--- config.mk ---
export PLATFORM = sky130hd
export DESIGN_NAME = chip_link_arbiter
export DESIGN_NICKNAME = d
export VERILOG_FILES = /design/src/rtl/chip_link_pkg.sv /design/src/rtl/chip_link_arbiter_rr_pick.sv /design/src/rtl/chip_link_arbiter.sv
export SDC_FILE = /design/constraint.sdc
export NUM_CORES = 1
export LEC_CHECK = 0
export ABC_AREA = 1
export CAP_MARGIN = 20
export CELL_PAD_IN_SITES_DETAIL_PLACEMENT = 1
export CELL_PAD_IN_SITES_GLOBAL_PLACEMENT = 2
export CORE_MARGIN = 4
export CORE_UTILIZATION = 12
export CTS_CLUSTER_DIAMETER = 30
export DETAILED_ROUTE_END_ITERATION = 7
export GPL_ROUTABILITY_DRIVEN = 1
export GPL_TIMING_DRIVEN = 0
export PLACE_DENSITY_LB_ADDON = 0.1
export SKIP_LAST_GASP = 1
export SYNTH_ARGS = -nofsm -noshare
export SYNTH_HDL_FRONTEND = slang
export SYNTH_SLANG_ARGS = --single-unit
export TNS_END_PERCENT = 10
--- constraint.sdc ---
create_clock -name clk -period 5.3 [get_ports clk]
set_input_delay 1.59 -clock clk [delete_from_list [all_inputs] [get_ports clk]]
set_output_delay 1.59 -clock clk [all_outputs]
set_load 0.03 [all_outputs]
--- src/rtl/chip_link_pkg.sv ---
// Shared definitions for the inter-chip link arbiters: flit width, NoC header
// payload-length field position, and the packet-tracking FSM states.
package chip_link_pkg;
   localparam int FLIT_W     = 64;
   localparam int MSG_LEN_LO = 22;
   localparam int MSG_LEN_HI = 29;
   localparam int MSG_LEN_W  = 8;

   typedef enum logic {
      IDLE = 1'b0,
      BODY = 1'b1
   } state_t;

   typedef logic [MSG_LEN_W-1:0] msg_len_t;
endpackage

--- src/rtl/chip_link_arbiter_rr_pick.sv ---
// Combinational round-robin picker: first asserted req at or above ptr, wrapping at N.
// idx falls back to ptr when nothing is requesting.
module rr_pick #(
   parameter int N = 4,
   parameter int W = 2
) (
   input  logic [N-1:0] req,
   input  logic [W-1:0] ptr,
   output logic         any,
   output logic [W-1:0] idx
);
   int           j;
   logic [N-1:0] rot;

   always_comb begin
      any = 1'b0;
      idx = ptr;
      j   = 0;
      rot = '0;
      for (int k = 0; k < N; k++) begin
         j = int'(ptr) + k;
         if (j >= N) j = j - N;
         rot = req >> j;
         if (!any && rot[0]) begin
            any = 1'b1;
            idx = W'(j);
         end
      end
   end
endmodule

--- src/rtl/chip_link_arbiter.sv ---
// Packet-granular round-robin arbiter sharing one inter-chip link among NUM_SRC flit sources.
// Zero-cycle data path, grant held header-to-tail; in_rdy follows out_rdy combinationally.
module chip_link_arbiter #(
   parameter int NUM_SRC = 4,
   parameter int SRC_W   = 2,
   parameter int FLIT_W  = chip_link_pkg::FLIT_W
) (
   input  logic                      clk,
   input  logic                      rst_n,
   input  logic [NUM_SRC-1:0]        in_val,
   input  logic [NUM_SRC*FLIT_W-1:0] in_dat,
   output logic [NUM_SRC-1:0]        in_rdy,
   output logic                      out_val,
   output logic [FLIT_W-1:0]         out_dat,
   input  logic                      out_rdy,
   output logic [SRC_W-1:0]          out_src,
   output logic                      pkt_done,
   output logic                      busy
);
   import chip_link_pkg::*;

   state_t             state_q, state_d;
   logic [SRC_W-1:0]   grant_q, grant_d;
   logic [SRC_W-1:0]   rr_ptr_q, rr_ptr_d;
   msg_len_t           remaining_q, remaining_d;
   logic               pkt_done_q, pkt_done_d;
   logic               pick_any;
   logic [SRC_W-1:0]   pick_idx;
   logic [SRC_W-1:0]   sel;
   logic [NUM_SRC-1:0] sel_mask;
   logic [FLIT_W-1:0]  sel_dat;
   msg_len_t           hdr_len;
   logic               out_go;

   // Explicit wrap so non-power-of-2 source counts never point at an unused index.
   function automatic logic [SRC_W-1:0] next_src(input logic [SRC_W-1:0] s);
      if (int'(s) >= NUM_SRC - 1) return '0;
      return s + 1'b1;
   endfunction

   rr_pick #(
      .N(NUM_SRC),
      .W(SRC_W)
   ) u_pick (
      .req(in_val),
      .ptr(rr_ptr_q),
      .any(pick_any),
      .idx(pick_idx)
   );

   always_comb begin
      sel      = (state_q == BODY) ? grant_q : pick_idx;
      sel_mask = NUM_SRC'(1) << sel;
      sel_dat  = FLIT_W'(in_dat >> (int'(sel) * FLIT_W));
      // In IDLE with no request sel is rr_ptr, whose in_val is low, so this covers both states.
      out_val  = rst_n & (|(in_val & sel_mask));
      out_dat  = out_val ? sel_dat : '0;
      out_src  = sel;
      in_rdy   = (rst_n && out_rdy && (state_q == BODY || pick_any)) ? sel_mask : '0;
      hdr_len  = sel_dat[MSG_LEN_HI:MSG_LEN_LO];
      out_go   = out_val & out_rdy;
   end

   always_comb begin
      state_d     = state_q;
      grant_d     = grant_q;
      rr_ptr_d    = rr_ptr_q;
      remaining_d = remaining_q;
      pkt_done_d  = 1'b0;
      case (state_q)
         IDLE: begin
            if (out_go) begin
               if (hdr_len == '0) begin
                  rr_ptr_d   = next_src(sel);
                  pkt_done_d = 1'b1;
               end else begin
                  state_d     = BODY;
                  grant_d     = sel;
                  remaining_d = hdr_len;
               end
            end
         end
         BODY: begin
            if (out_go) begin
               remaining_d = remaining_q - 1'b1;
               if (remaining_q == msg_len_t'(1)) begin
                  state_d    = IDLE;
                  rr_ptr_d   = next_src(grant_q);
                  pkt_done_d = 1'b1;
               end
            end
         end
         default: state_d = IDLE;
      endcase
   end

   always_ff @(posedge clk) begin
      if (!rst_n) begin
         state_q     <= IDLE;
         grant_q     <= '0;
         rr_ptr_q    <= '0;
         remaining_q <= '0;
         pkt_done_q  <= 1'b0;
      end else begin
         state_q     <= state_d;
         grant_q     <= grant_d;
         rr_ptr_q    <= rr_ptr_d;
         remaining_q <= remaining_d;
         pkt_done_q  <= pkt_done_d;
      end
   end

   assign pkt_done = pkt_done_q;
   assign busy     = (state_q == BODY);
endmodule
==> summary.log <==
qor: status.outcome finished, violations left
qor: status.violations_in_the_final_reports negative setup slack
qor: global_route.met1_global_route_usage 18.4%
qor: critical_path.cp_max_fanout 6
qor: logic_synthesis.synth.yosys.seq_area_share 7.69%
qor: cells_and_area.layout.cells.most_common_list 266 x clkdlybuf4s50_1, 147 x nor2_1, 128 x o21ai_0
qor: critical_path.crit_buf_inv 8
qor: critical_path.criticalPathCategory in2out
qor: cells_and_area.synthToLayoutAreaGrowth 150%
qor: global_route.via_count_of_the_first_global_routing_pass 6530
qor: logic_synthesis.synthesis.instances 680
qor: power.power_switching_share 52.2%
qor: sta.post-route-min-period 5630 ps
qor: power.power.density_cell_area 234 nW/µm²
qor: clocking.clock_path_buffers 2
qor: route.avgViaCountPerCell 4.17
qor: clocking.worst_setup_hold_path_clk_slew 50 ps
qor: power.sequentialPowerShare 5.8%
qor: sta.slew_headroom 60.6%
qor: global_route.grt_pass1_wl 42.0 mm
qor: power.clkPwrFrac 6.7%
qor: global_route.grt_max_degree 13
qor: sta.min_period_over_period 106%
qor: sta.skew 2.12 ps
qor: global_route.global_route.peak_usage_layer met2
qor: cells_and_area.most_common_library_cell_in_the_layout_ignoring_fill_and_taps clkdlybuf4s50_1
qor: critical_path.setup.worst_path.end_class primary output
qor: power.power_leakage 0.00352 µW
qor: floorplan.placement_rows 63
qor: route.count_of_vias_placed_by_the_detailed_router 6030
qor: route.postRouteWirelength 28.9 mm
qor: power.cellInternalPower 1020 µW
qor: logic_synthesis.synth_nets 954
qor: sta.worstMarginPinSlew 592 ps
qor: logic_synthesis.netlist_area 3640 µm²
qor: critical_path.critical_path_source_type input port
qor: hold_path.hold_path.startpoint remaining_q[4]
qor: critical_path.critical_path.most_common_cell nand2_4
qor: cells_and_area.fin_area 9100 µm²
qor: sta.finalHoldViolCount 0
qor: clocking.htreeDepth 1
qor: floorplan.design.portCount 336
qor: power.peakVddDrop 81.2 µV
qor: floorplan.initial_cell_density_of_the_core 12.2%
qor: logic_synthesis.postSynthAreaPerCell 5.36 µm²
qor: critical_path.crit_slowest_cell clkbuf_16
qor: logic_synthesis.yosys_warnings 0
qor: clocking.tritoncts done
qor: cells_and_area.drive_gt1_share 25.6%
qor: power.share_comb_of_total_power 87.4%
qor: placed_design.count_of_input_and_output_buffers 335
qor: logic_synthesis.number_of_synthesized_register_bits 14
qor: sta.setup_viol_count_final 69
qor: hold_path.hold_path.class reg2reg
qor: sta.grt_setup_unrepaired yes
qor: placed_design.place_area 8360 µm²
qor: route.number_of_drc_violations_after_detailed_routing_iteration_0 135
qor: floorplan.die_h 182 µm
qor: global_route.grt_util_met2 31.6%
qor: sta.minimum_setup_slack_in_the_final_design -333 ps
qor: critical_path.arrival_time_at_the_worst_endpoint 4040 ps
qor: placed_design.pre_cts_ws -1780 ps
qor: critical_path.worst_path_largest_cell_delay 220 ps
qor: sta.timing.hold.ws 532 ps
qor: clocking.cts_buffers 3
qor: global_route.number_of_antenna_violations_at_the_first_check_in_global_routing 7
qor: floorplan.die_width 182 µm
qor: global_route.gr-usage-met3 4.37%
qor: clocking.clock-root-buffer clkbuf_16
qor: logic_synthesis.ys_types 30
qor: clocking.clock_latency 250 ps
qor: route.firstDrtPassIters 4
qor: route.remaining_drc_errors 0
qor: placed_design.dp_hpwl 23.8 mm
qor: cells_and_area.finalNonFillerCells 1446
qor: power.power 2130 µW
qor: placed_design.gp_congestion 0.782
qor: global_route.grt_overflow 0
qor: run.maxCapViolCount 0
qor: critical_path.crit_path_cell_trace buf_8, nand2_4, nand3_4, nand3_4, nand2_4, nor2_4, nand3_2, nand2_2, nand2_4, nand2_4, buf_12, inv_12, buf_12, buf_12, ha_4, nand2_2, nand4_1, nand2_4, clkbuf_16, clkbuf_16, a21oi_4, buf_6
qor: critical_path.crit-reg2reg-launch rr_ptr_q[0]
qor: sta.slew_viol_final 0
qor: critical_path.reg2reg_setup_slack 1410 ps
qor: power.switchingPower 1110 µW
qor: route.wire_per_inst 20.0 µm
qor: cells_and_area.final_net_count 1327
qor: floorplan.die-area 33200 µm²
qor: critical_path.worst_ep_required_time 3710 ps
qor: critical_path.startpoint in_val[0]
qor: floorplan.coreArea 29800 µm²
qor: sta.max_freq 178 MHz
qor: global_route.grt_use_total 16.5%
qor: route.ant_nets 0
qor: placed_design.placedCellCount 1405
qor: clocking.clkSinkCount 14
qor: critical_path.cpLargestDelayFamily simple AND/OR/NAND/NOR gates
flip-flops by register name, indices dropped and copies added (netlist names):
register,cells
grant_q,2
busy,1
remaining_q,8
pkt_done,1
rr_ptr_q,2
Yosys cell counts:
master	n	area share (%)
buf_6	5	1.5
nand3_4	1	0.48
o21ai_0	128	18
nand3_1	46	6.3
ha_1	11	3.8
o21bai_2	1	0.31
nand2_4	3	0.93
nor2_8	1	0.55
a31oi_1	2	0.34
nand4_2	1	0.34
buf_4	2	0.41
nor2_1	156	16
dfxtp_1	14	7.7
nand3b_1	1	0.21
buf_1	2	0.21
nand4_1	2	0.34
inv_1	22	2.3
o21bai_1	56	12
nand2_1	82	8.5
nor4_1	1	0.17
a21boi_0	2	0.41
inv_6	1	0.24
inv_2	4	0.41
buf_2	6	0.82
nand3_2	6	1.6
nand2_2	14	2.4
a21oi_1	64	8.8
clkbuf_1	38	3.9
nor2_4	3	0.93
nor2_2	5	0.86
path summary, 6_finish.rpt:
check | endpoint | cells past startpoint
min | remaining_q[4] | 2
max | out_dat[43] | 22
max reg2reg | remaining_q[5] | 29
min reg2reg | remaining_q[4] | 2
final cells by class:
cell class | instances | area (µm²)
Buffer | 52 | 507
Clock buffer | 3 | 75.1
Tap cell | 390 | 488
Fill cell | 3628 | 20700
Sequential cell | 14 | 282
Multi-Input combinational cell | 586 | 3930
Timing Repair Buffer | 369 | 3690
Antenna cell | 5 | 12.5
Inverter | 27 | 119
power by group through the flow:
stage	registers, µW	logic (µW)	clock network [µW]
6_report	124	1860	144
5_1_grt	126	2030	153
4_1_cts	125	1890	148
3_5_place_dp	127	1730	0
3_3_place_gp	127	1730	0
2_1_floorplan	125	1070	0
kinds of logic (layout without fill, tap and decap cells):
logic type,count (synthesis),after routing,synth area share (%)
AND/OR/NAND/NOR,322,322,39.7
AO/OA/AOI/OAI,253,253,39.0
buffers and inverters,80,451,9.82
flip-flops,14,14,7.69
adder cells (fa/ha/maj),11,11,3.78
other,0,5,0
per-stage QoR:
step	TNS [ps]	util, %
floorplan	0	-
global placement	-116070	28.1
detailed placement	-113440	28.1
CTS	-22340	30.1
global route	-30840	30.5
finish	-19560	30.5
tightest hold or removal path, delay by kind of cell (launching register included):
family,cells,cell delay (ps)
and+or+nand+nor,1,50
AOI/OAI and AO/OA,1,120
DFF,1,320
layer usage:
layer  routed length, µm  share of wire, %
met1               11000                38
met2               15700                54
met3                2020               7.0
met4                 229              0.79
met5                  21             0.073
repair_timing:
| action | CTS | global route |
|---|---|---|
| pin swaps | 24 | 20 |
| hold buffers | 0 | 0 |
| gates cloned | 8 | 0 |
| setup buffers | 21 | 5 |
| endpoints found under the setup margin | 71 | 70 |
| gates resized for setup | 471 | 40 |
Power figures use the tool's default switching activity.
